## config.mk

```make
export PLATFORM = sky130hd
export DESIGN_NAME = spi_controller_flat
export DESIGN_NICKNAME = d
export VERILOG_FILES = /design/src/rtl/spi_controller_if.sv /design/src/rtl/spi_controller.sv /design/src/flat_wrapper.sv
export SDC_FILE = /design/constraint.sdc
export NUM_CORES = 1
export LEC_CHECK = 0
export ABC_AREA = 0
export CORE_UTILIZATION = 39
export CTS_CLUSTER_DIAMETER = 120
export CTS_CLUSTER_SIZE = 8
export DETAILED_ROUTE_END_ITERATION = 7
export GPL_TIMING_DRIVEN = 0
export PLACE_DENSITY = 0.61
export SYNTH_ARGS = -nofsm -noshare
export SYNTH_HDL_FRONTEND = slang
export SYNTH_SLANG_ARGS = --single-unit
```

## constraint.sdc

```tcl
create_clock -name clk -period 6.3 [get_ports clk]
set_clock_uncertainty 0.1 [all_clocks]
set_input_delay 0.945 -clock clk [delete_from_list [all_inputs] [get_ports clk]]
set_output_delay 0.945 -clock clk [all_outputs]
set_load 0.02 [all_outputs]
```

## src/rtl/spi_controller_if.sv

```systemverilog
// Request/response bundle between a requester (test/loopback logic, bring-up
// sequencer) and spi_controller.
`default_nettype none

interface spi_controller_if;
    logic       req_valid;
    logic       req_ready;
    logic       req_rw;
    logic [6:0] req_addr;
    logic [7:0] req_data;
    logic       done;
    logic [7:0] rdata;
    logic       busy;

    modport master (
        output req_valid, req_rw, req_addr, req_data,
        input  req_ready, done, rdata, busy
    );

    modport slave (
        input  req_valid, req_rw, req_addr, req_data,
        output req_ready, done, rdata, busy
    );
endinterface

`default_nettype wire

```

## src/rtl/spi_controller.sv

```systemverilog
// SPI mode-0 initiator: each accepted request becomes one 16-bit MSB-first
// frame {rw, addr, data}; cipo is captured and its low byte returned as rdata.
`default_nettype none

module spi_controller #(
    parameter int CLK_DIV  = 4,
    parameter int CS_SETUP = 4,
    parameter int CS_HOLD  = 4,
    parameter int CS_IDLE  = 8
) (
    input  logic            clk,
    input  logic            rst_n,
    spi_controller_if.slave bus,
    output logic            sclk,
    output logic            ncs,
    output logic            copi,
    input  logic            cipo
);

    localparam int PH_W    = (CLK_DIV > 1) ? $clog2(CLK_DIV) : 1;
    localparam int TMR_MAX = (CS_SETUP > CS_HOLD)
                           ? ((CS_SETUP > CS_IDLE) ? CS_SETUP : CS_IDLE)
                           : ((CS_HOLD > CS_IDLE) ? CS_HOLD : CS_IDLE);
    localparam int TMR_W   = (TMR_MAX > 1) ? $clog2(TMR_MAX) : 1;

    localparam logic [PH_W-1:0]  PH_LAST    = PH_W'(CLK_DIV - 1);
    localparam logic [TMR_W-1:0] SETUP_LAST = TMR_W'(CS_SETUP - 1);
    localparam logic [TMR_W-1:0] HOLD_LAST  = TMR_W'(CS_HOLD - 1);
    localparam logic [TMR_W-1:0] IDLE_LAST  = TMR_W'(CS_IDLE - 1);

    typedef enum logic [2:0] {
        IDLE,
        SETUP,
        XFER,
        HOLD,
        GAP
    } state_t;

    state_t            state_reg, state_next;
    logic [TMR_W-1:0]  tmr_reg, tmr_next;
    logic [PH_W-1:0]   phase_reg, phase_next;
    logic [3:0]        bit_reg, bit_next;
    logic [15:0]       shift_reg, shift_next;
    // Only the last eight of the sixteen cipo samples are ever reported.
    logic [7:0]        cap_reg, cap_next;
    logic              sclk_reg, sclk_next;
    logic              ncs_reg, ncs_next;
    logic              copi_reg, copi_next;
    logic              done_reg, done_next;
    logic              busy_reg, busy_next;
    logic              ready_reg, ready_next;
    logic [7:0]        rdata_reg, rdata_next;

    always_ff @(posedge clk or negedge rst_n) begin
        if (!rst_n) begin
            state_reg <= IDLE;
            tmr_reg   <= '0;
            phase_reg <= '0;
            bit_reg   <= '0;
            shift_reg <= '0;
            cap_reg   <= '0;
            sclk_reg  <= 1'b0;
            ncs_reg   <= 1'b1;
            copi_reg  <= 1'b0;
            done_reg  <= 1'b0;
            busy_reg  <= 1'b0;
            ready_reg <= 1'b1;
            rdata_reg <= '0;
        end else begin
            state_reg <= state_next;
            tmr_reg   <= tmr_next;
            phase_reg <= phase_next;
            bit_reg   <= bit_next;
            shift_reg <= shift_next;
            cap_reg   <= cap_next;
            sclk_reg  <= sclk_next;
            ncs_reg   <= ncs_next;
            copi_reg  <= copi_next;
            done_reg  <= done_next;
            busy_reg  <= busy_next;
            ready_reg <= ready_next;
            rdata_reg <= rdata_next;
        end
    end

    always_comb begin
        state_next = state_reg;
        tmr_next   = tmr_reg;
        phase_next = phase_reg;
        bit_next   = bit_reg;
        shift_next = shift_reg;
        cap_next   = cap_reg;
        sclk_next  = sclk_reg;
        ncs_next   = ncs_reg;
        copi_next  = copi_reg;
        done_next  = 1'b0;
        busy_next  = busy_reg;
        ready_next = ready_reg;
        rdata_next = rdata_reg;

        case (state_reg)
            IDLE: begin
                if (ready_reg && bus.req_valid) begin
                    state_next = SETUP;
                    shift_next = {bus.req_rw, bus.req_addr, bus.req_data};
                    copi_next  = bus.req_rw;
                    ncs_next   = 1'b0;
                    busy_next  = 1'b1;
                    ready_next = 1'b0;
                    tmr_next   = '0;
                end
            end
            SETUP: begin
                if (tmr_reg == SETUP_LAST) begin
                    state_next = XFER;
                    phase_next = '0;
                    bit_next   = '0;
                end else begin
                    tmr_next = tmr_reg + 1'b1;
                end
            end
            XFER: begin
                if (phase_reg == PH_LAST) begin
                    phase_next = '0;
                    if (!sclk_reg) begin
                        sclk_next = 1'b1;
                        cap_next  = {cap_reg[6:0], cipo};
                    end else begin
                        sclk_next = 1'b0;
                        if (bit_reg == 4'd15) begin
                            state_next = HOLD;
                            tmr_next   = '0;
                        end else begin
                            // Next bit goes out on the falling edge, a full half-period before its rise.
                            bit_next   = bit_reg + 1'b1;
                            copi_next  = shift_reg[14];
                            shift_next = shift_reg << 1;
                        end
                    end
                end else begin
                    phase_next = phase_reg + 1'b1;
                end
            end
            HOLD: begin
                if (tmr_reg == HOLD_LAST) begin
                    state_next = GAP;
                    ncs_next   = 1'b1;
                    copi_next  = 1'b0;
                    done_next  = 1'b1;
                    rdata_next = cap_reg;
                    tmr_next   = '0;
                end else begin
                    tmr_next = tmr_reg + 1'b1;
                end
            end
            GAP: begin
                if (tmr_reg == IDLE_LAST) begin
                    state_next = IDLE;
                    busy_next  = 1'b0;
                    ready_next = 1'b1;
                end else begin
                    tmr_next = tmr_reg + 1'b1;
                end
            end
            default: begin
                state_next = IDLE;
            end
        endcase
    end

    assign sclk          = sclk_reg;
    assign ncs           = ncs_reg;
    assign copi          = copi_reg;
    assign bus.req_ready = ready_reg;
    assign bus.done      = done_reg;
    assign bus.busy      = busy_reg;
    assign bus.rdata     = rdata_reg;

endmodule

`default_nettype wire

```

## src/flat_wrapper.sv

```systemverilog
// flat-port wrapper written by rule: the top's interface ports become plain ports
module spi_controller_flat 
#(
    parameter int CLK_DIV  = 4,
    parameter int CS_SETUP = 4,
    parameter int CS_HOLD  = 4,
    parameter int CS_IDLE  = 8
)
  (clk, rst_n, sclk, ncs, copi, cipo, bus_req_valid, bus_req_rw, bus_req_addr, bus_req_data, bus_req_ready, bus_done, bus_rdata, bus_busy);
  spi_controller_if bus_i ();
  input  logic clk;
  input  logic rst_n;
  output logic sclk;
  output logic ncs;
  output logic copi;
  input  logic cipo;
  input wire logic [$bits(bus_i.req_valid)-1:0] bus_req_valid;
  input wire logic [$bits(bus_i.req_rw)-1:0] bus_req_rw;
  input wire logic [$bits(bus_i.req_addr)-1:0] bus_req_addr;
  input wire logic [$bits(bus_i.req_data)-1:0] bus_req_data;
  output wire logic [$bits(bus_i.req_ready)-1:0] bus_req_ready;
  output wire logic [$bits(bus_i.done)-1:0] bus_done;
  output wire logic [$bits(bus_i.rdata)-1:0] bus_rdata;
  output wire logic [$bits(bus_i.busy)-1:0] bus_busy;
  assign bus_i.req_valid = bus_req_valid;
  assign bus_i.req_rw = bus_req_rw;
  assign bus_i.req_addr = bus_req_addr;
  assign bus_i.req_data = bus_req_data;
  assign bus_req_ready = bus_i.req_ready;
  assign bus_done = bus_i.done;
  assign bus_rdata = bus_i.rdata;
  assign bus_busy = bus_i.busy;
  spi_controller #(.CLK_DIV(CLK_DIV), .CS_SETUP(CS_SETUP), .CS_HOLD(CS_HOLD), .CS_IDLE(CS_IDLE)) u_core (.clk(clk), .rst_n(rst_n), .bus(bus_i), .sclk(sclk), .ncs(ncs), .copi(copi), .cipo(cipo));
endmodule
```

* Word level (Yosys, flattened, before mapping) *
Index checks and enable logic that the tools add are counted.

cells by class
  multiplexer cells = 46
  reductions and logical operators = 19
  $add $sub $neg = 3
  equality and inequality tests = 18
  bitwise logic cells = 1

operator list
  operator                                                         count
  15-bit 2-to-1 mux                                                4
  3-bit 2-to-1 mux                                                 14
  15-bit one-hot mux with 2 select lines                           1
  3-bit one-hot mux with 5 select lines                            2
  4-bit 2-to-1 mux                                                 4
  2-bit by 1-bit != test with 1-bit output, second input constant  7
  7-bit AND reduction                                              2
  1-bit 2-to-1 mux                                                 13
  5-bit AND reduction                                              2
  3-bit by 2-bit == test with 1-bit output, second input constant  3
  3-bit AND reduction                                              3
  4-bit one-hot mux with 2 select lines                            1
  2-bit nonzero test                                               4
  3-bit == test, second input constant                             2
  2-bit != test, second input constant                             3
  1-bit one-hot mux with 2 select lines                            3
  2-bit AND reduction                                              3
  6-bit AND reduction                                              1
  5-bit nonzero test                                               1
  4-bit by 1-bit adder with 4-bit output, second input constant    1
  4-bit == test, second input constant                             1
  2-bit 2-to-1 mux                                                 2
  2-bit one-hot mux with 2 select lines                            1
  3-bit by 1-bit adder with 3-bit output, second input constant    1
  other kinds (8)                                                  8

storage, ports and cells
  output and inout bits = 14
  input port bits = 20
  word-level logic and storage cells = 100
  register bits = 49

* Longest topological paths before layout *
  depth after elaboration = 5
  gate-level depth with buffers = 7
  gate-level depth less buffers = 6

* Least setup slack after synthesis *
OpenSTA, ideal clock, no wires.

  kind = reg-to-reg
  start point = reg u_core.tmr_reg[0]
  end point = reg u_core.tmr_reg[0]
  data arrival time = 1.823 ns
  buffers on the path = 0
  clock period less this slack = 2.051 ns
  data required time = 6.072 ns
  library setup time = 0.128 ns
  cell stages (with the launch flop) = 7
  slack = 4.249 ns
  cell sequence = dfrtp_1 ha_1 ha_1 or4b_1 o21ai_2 o22ai_2 mux2_1

between the ends
  word-level cells in the longest chain between the ends = 3
  elaborated cells between the ends (all ways) = 10
  those cells by class = add/sub: 1; eq/ne: 4; mux: 4; reduce/logical: 1

ends and longest elaborated chain
  element                                                                              RTL line                                                             source
  from (decl)                                                                          spi_controller.sv:40                                                 logic [TMR_W-1:0] tmr_reg, tmr_next;
  from (signal assigned)                                                               spi_controller.sv:71                                                 tmr_reg <= tmr_next;
  3-bit by 1-bit adder with 3-bit output (tied with other cells)                       spi_controller.sv:119, spi_controller.sv:153, spi_controller.sv:162
  3-bit 2-to-1 mux (tied with other cells)                                             spi_controller.sv:157                                                if (tmr_reg == IDLE_LAST) begin
  3-bit one-hot mux with 5 select lines / 7-bit AND reduction (equally long branches)  --

Parallel ways exist; a longest one is shown, timed or not. The select of a mux whose other input is x is not followed.
A chain may end at the register's enable or synchronous reset.

* Worst setup path in the final report *
  start point = reg u_core.ready_reg, in the netlist u_core.bus.req_ready
  end point = out bus_req_ready

RTL lines
  element                 RTL line              source
  from (decl)             spi_controller.sv:51  logic ready_reg, ready_next;
  from (signal assigned)  spi_controller.sv:81  ready_reg <= ready_next;
  to (decl)               flat_wrapper.sv:21    output wire logic [$bits(bus_i.req_ready)-1:0] bus_req_ready;

No word-level cell between the ends.

==> out/metrics.csv <==
stage,metric,value,unit
global_route,grt_overflow_total,0,
worst_setup_path,cp_slowest_cell,clkdlybuf4s50_1,
placement,dp_slack,3.49,ns
global_route,grt_max_degree,38,
drt,viasPerCell,5.30,
global_route,grtUsageTotal,16.1,%
logic_synthesis,synth_edf_count,0,
floorplan,initial_core_util,41.6,%
logic_synthesis,ys_types,44,
sta,period_needed,2.53,ns
sta,rsz0062_at_grt,no,
cts,clkTransAtPathRegs,0.08,ns
worst_setup_path,crit_required,5.25,ns
cts,cts_tree,built,
global_route,grt_pass1_wl,7940,um
job,drv_cap,0,
worst_setup_path,r2r-end,u_core.tmr_reg[2],
cts,post_cts_resized,0,
finish,drive_above_1_share,15.5,%
sta,slew_headroom,68.9,%
cts,clkLatencyLatePin,0.30,ns
placement,placed_cells,303,
sta,worstMarginPinSlew,0.466,ns
cts,hold_buffers,0,
sta,setup_viol,0,
worst_setup_path,worst-setup-path-type,register to primary output,
placement,place_hpwl,3180,um
power_and_ir_drop,leakage,1.35,nW
drt,drt-pass1-iter-count,4,
drt,vias,1647,
worst_setup_path,crit_chain,clkdlybuf4s50_1,
min_path,hold_depth,2,
logic_synthesis,syn-cell-area,2350,um2
sta,fmax,395,MHz
finish,largest_register_ffs,15,
logic_synthesis,yosys_warnings,0,
sta,finalSetupTns,0,ns
finish,fillCellCount,513,
finish,final_cells,311,
drt,drc,0,
finish,fin_nets,264,
floorplan,die_w,79.6,um
logic_synthesis,synth_ff_type,dfrtp_1,
logic_synthesis,syn_area_per_cell,11.9,um2
sta,finalWorstSetupSlack,3.77,ns
outcome,outcome,completed,
floorplan,dieArea,6340,um2
min_path,hold_end,u_core.ncs,
worst_setup_path,r2r_start,u_core.tmr_reg[0],
drt,ant_nets,0,
cts,cts.sink_count,49,
cts,root_buffer,clkbuf_8,
sta,hold_viol_final,0,
worst_setup_path,critPathBufInv,1,
cts,clk_path_buf_depth,2,
finish,fin_util,51.1,%
placement,gp_congestion,0.705,
cts,post_cts_buffers,0,
worst_setup_path,max_stage_delay,0.61,ns
floorplan,die_y,79.6,um
drt,routedWlPerCell,14.3,um
drt,routed_wl,4460,um
power_and_ir_drop,max-vdd-ir-drop,0.000124,V
sta,slew_viol_final,0,
placement,port-buffer-count,33,
cts,numCtsBuffers,5,
finish,final_common_cell,dfrtp_1,
worst_setup_path,setup.worst_path.start_class,register,
floorplan,io_pins,34,
finish,diodes,0,
worst_setup_path,worst-r2r-cell-count,6,
finish,layout_common_cells,"47 x dfrtp_1, 32 x clkdlybuf4s50_1, 16 x o22ai_1",
logic_synthesis,synth_nets,223,
min_path,min_from,u_core.ncs,
power_and_ir_drop,p_per_area,186,nW/um2
finish,area.growth.synth_to_final,22.9,%
worst_setup_path,critPathTopFamily,buffers and inverters,
drt,drt_iter0_drc,58,
logic_synthesis,ys_seq_area_share,52.3,%
floorplan,core,5640,um2
global_route,antenna_found_initial,0,
floorplan,rows,27,
global_route,grt_pass1_vias,1650,
min_path,hold_class,register to register,
logic_synthesis,synth.ff_latch_count,49,
logic_synthesis,async_flop_share,100,%
cts,htreeDepth,2,
sta,finalCritPeriodShare,40.2,%
worst_setup_path,crit_path_end_kind,primary output,
worst_setup_path,arrival,1.49,ns
worst_setup_path,crit_fanout,6,
logic_synthesis,syn_inst,197,
worst_setup_path,r2r_setup_slack,4.10,ns
per-stage QoR:
stage	power, mW	instance area, um2	hold slack [ns]
2_1_floorplan	0.324	2350	0.342
3_3_place_gp	0.343	2770	0.360
4_1_cts	0.545	2890	0.386
3_5_place_dp	0.344	2780	0.371
5_1_grt	0.560	2890	0.402
6_report	0.537	2890	0.385
worst max-delay path by stage:
stage / start / end / slack [ns] / cells after the start
6_report: u_core.bus.req_ready / bus_req_ready / 3.77 / 1
3_3_place_gp: rst_n / u_core.shift_reg[9] / 2.67 / 1
5_1_grt: bus_req_valid / u_core.shift_reg[13] / 3.69 / 6
4_1_cts: u_core.bus.req_ready / bus_req_ready / 3.75 / 1
3_5_place_dp: bus_req_valid / u_core.shift_reg[12] / 3.49 / 6
2_1_floorplan: u_core.tmr_reg[0] / u_core.tmr_reg[0] / 4.25 / 6
power by group:
| part | total, mW | switching (mW) | leakage [nW] | internal, mW |
|---|---|---|---|---|
| sequential | 0.314 | 0 | 0.662 | 0.314 |
| combinational | 0.0235 | 0.00990 | 0.637 | 0.0136 |
| clock | 0.199 | 0.0998 | 0.0542 | 0.0993 |
| total | 0.537 | 0.110 | 1.35 | 0.427 |
worst register-to-register path, delay by kind of cell, from the launching register on:
family	cells	cell delay, ns
compound gates	2	0.19
fa+ha+maj	2	0.47
simple gates	1	0.58
flops	1	0.40
mux	1	0.34
cell usage after synthesis (all sizes together) (2+ instances only):
master   count  area share (%)
a211oi       3            0.96
a21boi       2             1.1
a21oi        8             1.7
a2bb2oi     15             5.6
a31oi        2            0.53
buf          9             2.6
clkbuf       3            0.48
dfrtp       47              50
dfstp        2             2.2
ha           6             3.2
inv          8             1.3
mux2        19              10
mux2i        3             1.3
nand2       11             1.9
nand2b       4             1.1
nand3        4             1.1
nand3b       2            0.64
nor2         6            0.96
nor2b        4             1.1
nor3b        3             1.2
o21ai        7             1.7
o22ai       17             4.8
o31ai        2            0.64
cells by family after synthesis:
| logic type | Yosys count | share of synthesized area [%] |
|---|---|---|
| compound gates | 58 | 17.7 |
| flops | 49 | 52.3 |
| buf+inv | 20 | 4.37 |
| simple gates | 41 | 10.4 |
| mux | 22 | 11.7 |
| fa+ha+maj | 6 | 3.20 |
| xor+xnor | 1 | 0.373 |
metal layers:
layer	share of wire, %	up-vias	wire length, um	GRT usage, %
met5	0	-	0	0
met2	45	45	2030	24.5
met3	4.4	7	197	3.43
met4	1.1	0	51	5.45
met1	49	798	2190	22.7
li1	-	797	-	-
final cells by class:
class                           count  area (um2)  share of cell area [%]
Sequential cell                    49        1230                    42.6
Multi-Input combinational cell    128        1020                    35.3
Timing Repair Buffer               34         345                    12.0
Clock buffer                        7        96.3                    3.34
Tap cell                           72        90.1                    3.12
Buffer                             12        72.6                    2.52
Inverter                            8        30.0                    1.04
Clock inverter                      1        5.00                   0.173
No activity file was read; power rests on OpenSTA's default activity.
==> variant 1: new RTL, same settings <==
Encoding of `state_t`: now Gray code (3 bits for 5 states).
--- a/src/rtl/spi_controller.sv
+++ b/src/rtl/spi_controller.sv
@@ -29,11 +29,11 @@
     localparam logic [TMR_W-1:0] IDLE_LAST  = TMR_W'(CS_IDLE - 1);
 
     typedef enum logic [2:0] {
-        IDLE,
-        SETUP,
-        XFER,
-        HOLD,
-        GAP
+        IDLE  = 3'b000,
+        SETUP = 3'b001,
+        XFER  = 3'b011,
+        HOLD  = 3'b010,
+        GAP   = 3'b110
     } state_t;
 
     state_t            state_reg, state_next;
Check against the original RTL: no difference found for any inputs over 10 cycles, from zero or initial values and one cycle with rst_n low; not proved beyond that.
==> variant 1 against the original RTL <==
Worst setup slack worse by 0.025 ns; maximum frequency down 0.97%; synthesized cell count up 5.1%; power down 2.1%; final cell count up 3.2%; cell area down 0.74%; wire length up 6.1%; synthesized area down 0.48%; sequential power up 1%; hold slack worse by 0.0087 ns; sequential cell count unchanged; global-route usage up 0.73 points; critical path type unchanged; largest cell class unchanged.
==> variant 1: results (changes against the original RTL) <==
| Metric | Value |
|---|---|
| Clock tree buffer depth | 2 (unchanged) |
| Fillcell total | 523 (was 513) |
| Total number of vias | 1685 (was 1647) |
| Relative slew slack | 52.70% (was 68.91%) |
| Syn Inst Count | 207 (was 197) |
| Average wire per cell in the routed design | 14.75 um (was 14.34 um) |
| PortBufs | 33 (unchanged) |
| Fraction of final layout cells with drive strength greater than 1 | 17.27% (was 15.48%) |
| Maximum number of pins on one net before global-route repair | 36 (was 38) |
| Number of antenna violations at the first check in global routing | 0 (unchanged) |
| Routed via count divided by cell count | 5.249 (was 5.296) |
| Worst vdd ir | 0.1193 mV (was 0.1243 mV) |
| Ant. Diodes | 0 (unchanged) |
| Library cell used as clock root buffer | clkbuf_8 (unchanged) |
| RD Place Congestion | 0.7456 (was 0.7046) |
| Via count of the first global-routing pass | 1634 (was 1650) |
| Largest stage delay on the critical path | 0.63 ns (was 0.61 ns) |
| Kind of cell with the highest combined delay on the critical path | buffers and inverters (unchanged) |
| Post-synthesis cell type count | 42 (was 44) |
| Largest cells by area after synthesis | dfrtp_1 50%, mux2_2 8.2%, mux2i_1 6.9%, o21ai_0 6.9%, ha_1 3.2% (was dfrtp_1 50%, a2bb2oi_1 5.6%, mux2_1 5.3%, mux2_4 5.1%, o22ai_1 4.3%) |
| NumNets Final | 274 (was 264) |
| DR iter-0 viols | 68 (was 58) |
| Detailed Place HPWL | 3329 um (was 3177 um) |
| Wire length of the first global-routing pass | 8010 um (was 7935 um) |
| Overall fraction of global-route tracks in use | 16.86% (was 16.13%) |
| Flip-flop cell with the highest count after synthesis | dfrtp_1 (unchanged) |
| Number of cells after detailed placement | 313 (was 303) |
| Most common library cells after synthesis | 47 x dfrtp_1, 32 x o21ai_0, 17 x mux2_2, 16 x mux2i_1, 11 x nand2_1 (was 47 x dfrtp_1, 16 x o22ai_1, 15 x a2bb2oi_1, 11 x mux2_1, 10 x nand2_1) |
| Crit-path max FO | 5 (was 6) |
| Syn_nets | 233 (was 223) |
| Clock-pin slew reported for the worst setup and hold paths after clock tree synthesis | ~0.090 ns |
| Leak Pwr | 1.179 nW (was 1.353 nW) |
| Worst slack after detailed placement | 3.528 ns (was 3.488 ns) |
| Arrival time of the worst setup path | 1.51 ns (was 1.49 ns) |
| Async set or reset register ratio after synthesis | 100.0% (unchanged) |
| Proportion of synthesized chip area in sequential cells | 52.57% (was 52.32%) |
| Outcome | finished clean (unchanged) |
[variant 1: cell count changes in the layout (fill, tap and decap cells not counted), moves of 4 or more]
cell,before,now
o21ai_0,3,32
mux2_2,0,17
o22ai_1,16,0
a2bb2oi_1,15,0
mux2i_1,3,16
mux2_1,11,1
mux2_4,8,0
o21ai_1,3,10
nor2b_1,4,0
[variant 1: cell type report]
| cell class | instances | area share, % |
|---|---|---|
| sequential | 49 | 42.90 |
| buffer | 9 | 1.747 |
| clock inverter | 3 | 0.7864 |
| timing repair buffer | 34 | 12.06 |
| tap | 72 | 3.145 |
| inverter | 7 | 0.9174 |
| multi-input combinational | 142 | 36.04 |
| clock buffer | 5 | 2.403 |
[variant 1: metrics by stage]
step / hold slack [ns] / area (sq um)
after detailed placement: 0.3704 / 2773
after CTS: 0.3842 / 2864
after global placement: 0.3639 / 2758
after floorplan: 0.3461 / 2337
after global routing: 0.4106 / 2864
final: 0.3765 / 2864
[variant 1: final timing paths]
path	startpoint	endpoint	slack (ns)	cells after the start
max	u_core.bus.req_ready	bus_req_ready	3.74	1
max reg2reg	u_core.bit_reg[0]	u_core.copi	4.28	5
min	u_core.tmr_reg[0]	u_core.tmr_reg[0]	0.38	1
min reg2reg	u_core.tmr_reg[0]	u_core.tmr_reg[0]	0.38	1
min in group asynchronous	rst_n	u_core.bus.rdata[1]	0.44	1
max in group asynchronous	rst_n	u_core.ncs	5.09	2
[variant 1: power by group]
part,internal (mW),switching (mW)
clock,0.0789,0.108
combinational,0.0128,0.00852
sequential,0.316,0.00135
[variant 1: logic make-up (layout without fill, tap and decap cells)]
group	count (synthesis)	in the layout	share of synthesized area [%]
buf+inv	16	58	3.265
compound gates	65	65	16.76
simple gates	36	36	8.298
mux	34	34	15.52
flops	49	49	52.57
xor+xnor	1	1	0.3748
fa+ha+maj	6	6	3.212
[variant 1: per-layer routing]
metal | share of wire, % | track usage (%)
met4 | 1.4 | 6.000
met5 | 0 | 0
met2 | 42 | 24.66
met3 | 5.3 | 5.257
met1 | 51 | 23.43
==> variant 2: new RTL, same settings <==
Without the edit above. `CS_SETUP` is set to 4 in 2 places; all go to 2.
--- a/src/rtl/spi_controller.sv
+++ b/src/rtl/spi_controller.sv
@@ -4,7 +4,7 @@
 
 module spi_controller #(
     parameter int CLK_DIV  = 4,
-    parameter int CS_SETUP = 4,
+    parameter int CS_SETUP = 2,
     parameter int CS_HOLD  = 4,
     parameter int CS_IDLE  = 8
 ) (
--- a/src/flat_wrapper.sv
+++ b/src/flat_wrapper.sv
@@ -2,7 +2,7 @@
 module spi_controller_flat 
 #(
     parameter int CLK_DIV  = 4,
-    parameter int CS_SETUP = 4,
+    parameter int CS_SETUP = 2,
     parameter int CS_HOLD  = 4,
     parameter int CS_IDLE  = 8
 )
Check against the original RTL: not equivalent (Yosys sat finds a counterexample within 10 cycles, from zero or initial values and one cycle with rst_n low).
==> variant 2 against the original RTL <==
Combinational power decreased by 9.4%; register-to-register slack improved by 0.14 ns; wire length increased by 3.7%; count of clock-buffer cells in the layout unchanged; sequential share of layout area decreased by 0.80 points; sequential cell count unchanged; die area increased by 1.5%; worst setup slack about the same; power increased by 5.8%; non-clock buffer count decreased by 1; synthesized area increased by 1.5%; cell area increased by 1.9%; largest power group unchanged.
==> variant 2: results (changes against the original RTL) <==
| Metric | Value |
|---|---|
| Flop-to-flop setup slack | 4.24 ns (was 4.10 ns) |
| Outcome | finished clean (unchanged) |
| Non-filler cells in the finished layout | 327 (was 311) |
| Wire length of the first global-routing pass | 7762 um (was 7935 um) |
| Worst path slowest cell | clkdlybuf4s50_1 (unchanged) |
| Maximum number of pins on one net before global-route repair | 29 (was 38) |
| Worst vdd ir | 0.09107 mV (was 0.1243 mV) |
| Overall fraction of global-route tracks in use | 15.93% (was 16.13%) |
| Hold wc startpoint | u_core.phase_reg[0] (was u_core.ncs) |
| Fraction of final layout cells with drive strength greater than 1 | 17.86% (was 15.48%) |
| Crit-path max FO | 7 (was 6) |
| Largest stage delay on the critical path | 0.66 ns (was 0.61 ns) |
| Post-synthesis cell type count | 41 (was 44) |
| Source of the worst register-to-register timing path | u_core.bit_reg[0] (was u_core.tmr_reg[0]) |
| Detailed-router iteration count before antenna repair | 4 (unchanged) |
| Proportion of synthesized chip area in sequential cells | 51.52% (was 52.32%) |
| Worst hold path endpoint | u_core.phase_reg[0] (was u_core.ncs) |
| Relative slew slack | 64.92% (was 68.91%) |
| RD Place Congestion | 0.7671 (was 0.7046) |
| Sum of routed wire length over all layers | 4628 um (was 4461 um) |
| Mean instance size in the synthesized netlist | 11.36 sq um (was 11.92 sq um) |
| Total number of vias | 1716 (was 1647) |
| Async set or reset register ratio after synthesis | 100.0% (unchanged) |
| Number of cells after detailed placement | 319 (was 303) |
| Crit Reg-Reg Endpoint | u_core.shift_reg[3] (was u_core.tmr_reg[2]) |
| Fillcell total | 556 (was 513) |
| Detailed Place HPWL | 3333 um (was 3177 um) |
| Leak Pwr | 1.381 nW (was 1.353 nW) |
| Cell area reported after detailed placement | 0.002824 sq mm (was 0.002784 sq mm) |
| Most common library cells after synthesis | 47 x dfrtp_1, 33 x a21oi_1, 18 x mux2_2, 17 x mux2i_1, 11 x nand2_1 (was 47 x dfrtp_1, 16 x o22ai_1, 15 x a2bb2oi_1, 11 x mux2_1, 10 x nand2_1) |
| Number of gates resized after CTS | 0 (unchanged) |
| DR iter-0 viols | 50 (was 58) |
| Via count of the first global-routing pass | 1637 (was 1650) |
| NumNets Final | 278 (was 264) |
| Worst hold path stage count | 1 (was 2) |
-- variant 2: cell types whose count changed after synthesis, sizes merged, moves of 3 or more --
cell     before  now
o22ai        17    3
xnor2         0    3
a211oi        3    0
mux2i         3   17
a2bb2oi      15    2
nor2b         4    1
nor2          6    9
a21oi         8   33
-- variant 2: metrics by stage --
step	total power [mW]	worst slack, ns	hold slack [ns]	utilization (%)
2_1_floorplan	0.3251	4.349	0.3618	-
3_3_place_gp	0.3441	2.711	0.3856	47.44
3_5_place_dp	0.3456	3.476	0.3949	47.70
4_1_cts	0.5774	3.756	0.4074	49.66
5_1_grt	0.5925	3.626	0.4240	49.66
6_report	0.5681	3.769	0.4028	49.66
-- variant 2: worst max path at each step --
stage	start	to	depth (start not counted)
4_1_cts	u_core.bus.req_ready	bus_req_ready	1
3_3_place_gp	rst_n	u_core.shift_reg[11]	1
3_5_place_dp	bus_req_valid	u_core.shift_reg[3]	6
2_1_floorplan	bus_req_valid	u_core.tmr_reg[0]	4
6_report	u_core.sclk	sclk	1
5_1_grt	bus_req_valid	u_core.shift_reg[3]	6
-- variant 2: kinds of logic (layout without fill, tap and decap cells) --
kind of cell / Yosys count / count (layout) / synth area share, %
compound gates: 55 / 55 / 13.69
xor+xnor: 3 / 3 / 1.102
mux: 35 / 35 / 15.63
fa+ha+maj: 7 / 7 / 3.672
simple gates: 43 / 43 / 10.70
buf+inv: 18 / 60 / 3.673
flops: 49 / 49 / 51.52
-- variant 2: report_power, final --
group | internal (mW) | total [mW] | leakage, nW | switching (mW)
sequential | 0.316 | 0.317 | 0.626 | 0.00112
combinational | 0.0128 | 0.0213 | 0.696 | 0.00845
clock | 0.129 | 0.230 | 0.0585 | 0.100
-- variant 2: cell type report --
cell class	count	share of cell area, %
buffer	11	2.085
clock buffer	7	2.936
clock inverter	1	1.021
inverter	7	0.8936
multi-input combinational	143	36.34
sequential	49	41.79
tap	75	3.191
timing repair buffer	34	11.74
-- variant 2: per-layer routing --
layer / track usage (%) / part of all wire, % / vias to the layer above
met5: 0 / 0 / -
met4: 6.429 / 1.8 / 0
met3: 3.295 / 2.5 / 7
met2: 24.87 / 47 / 24
met1: 21.50 / 49 / 853
li1: - / - / 832
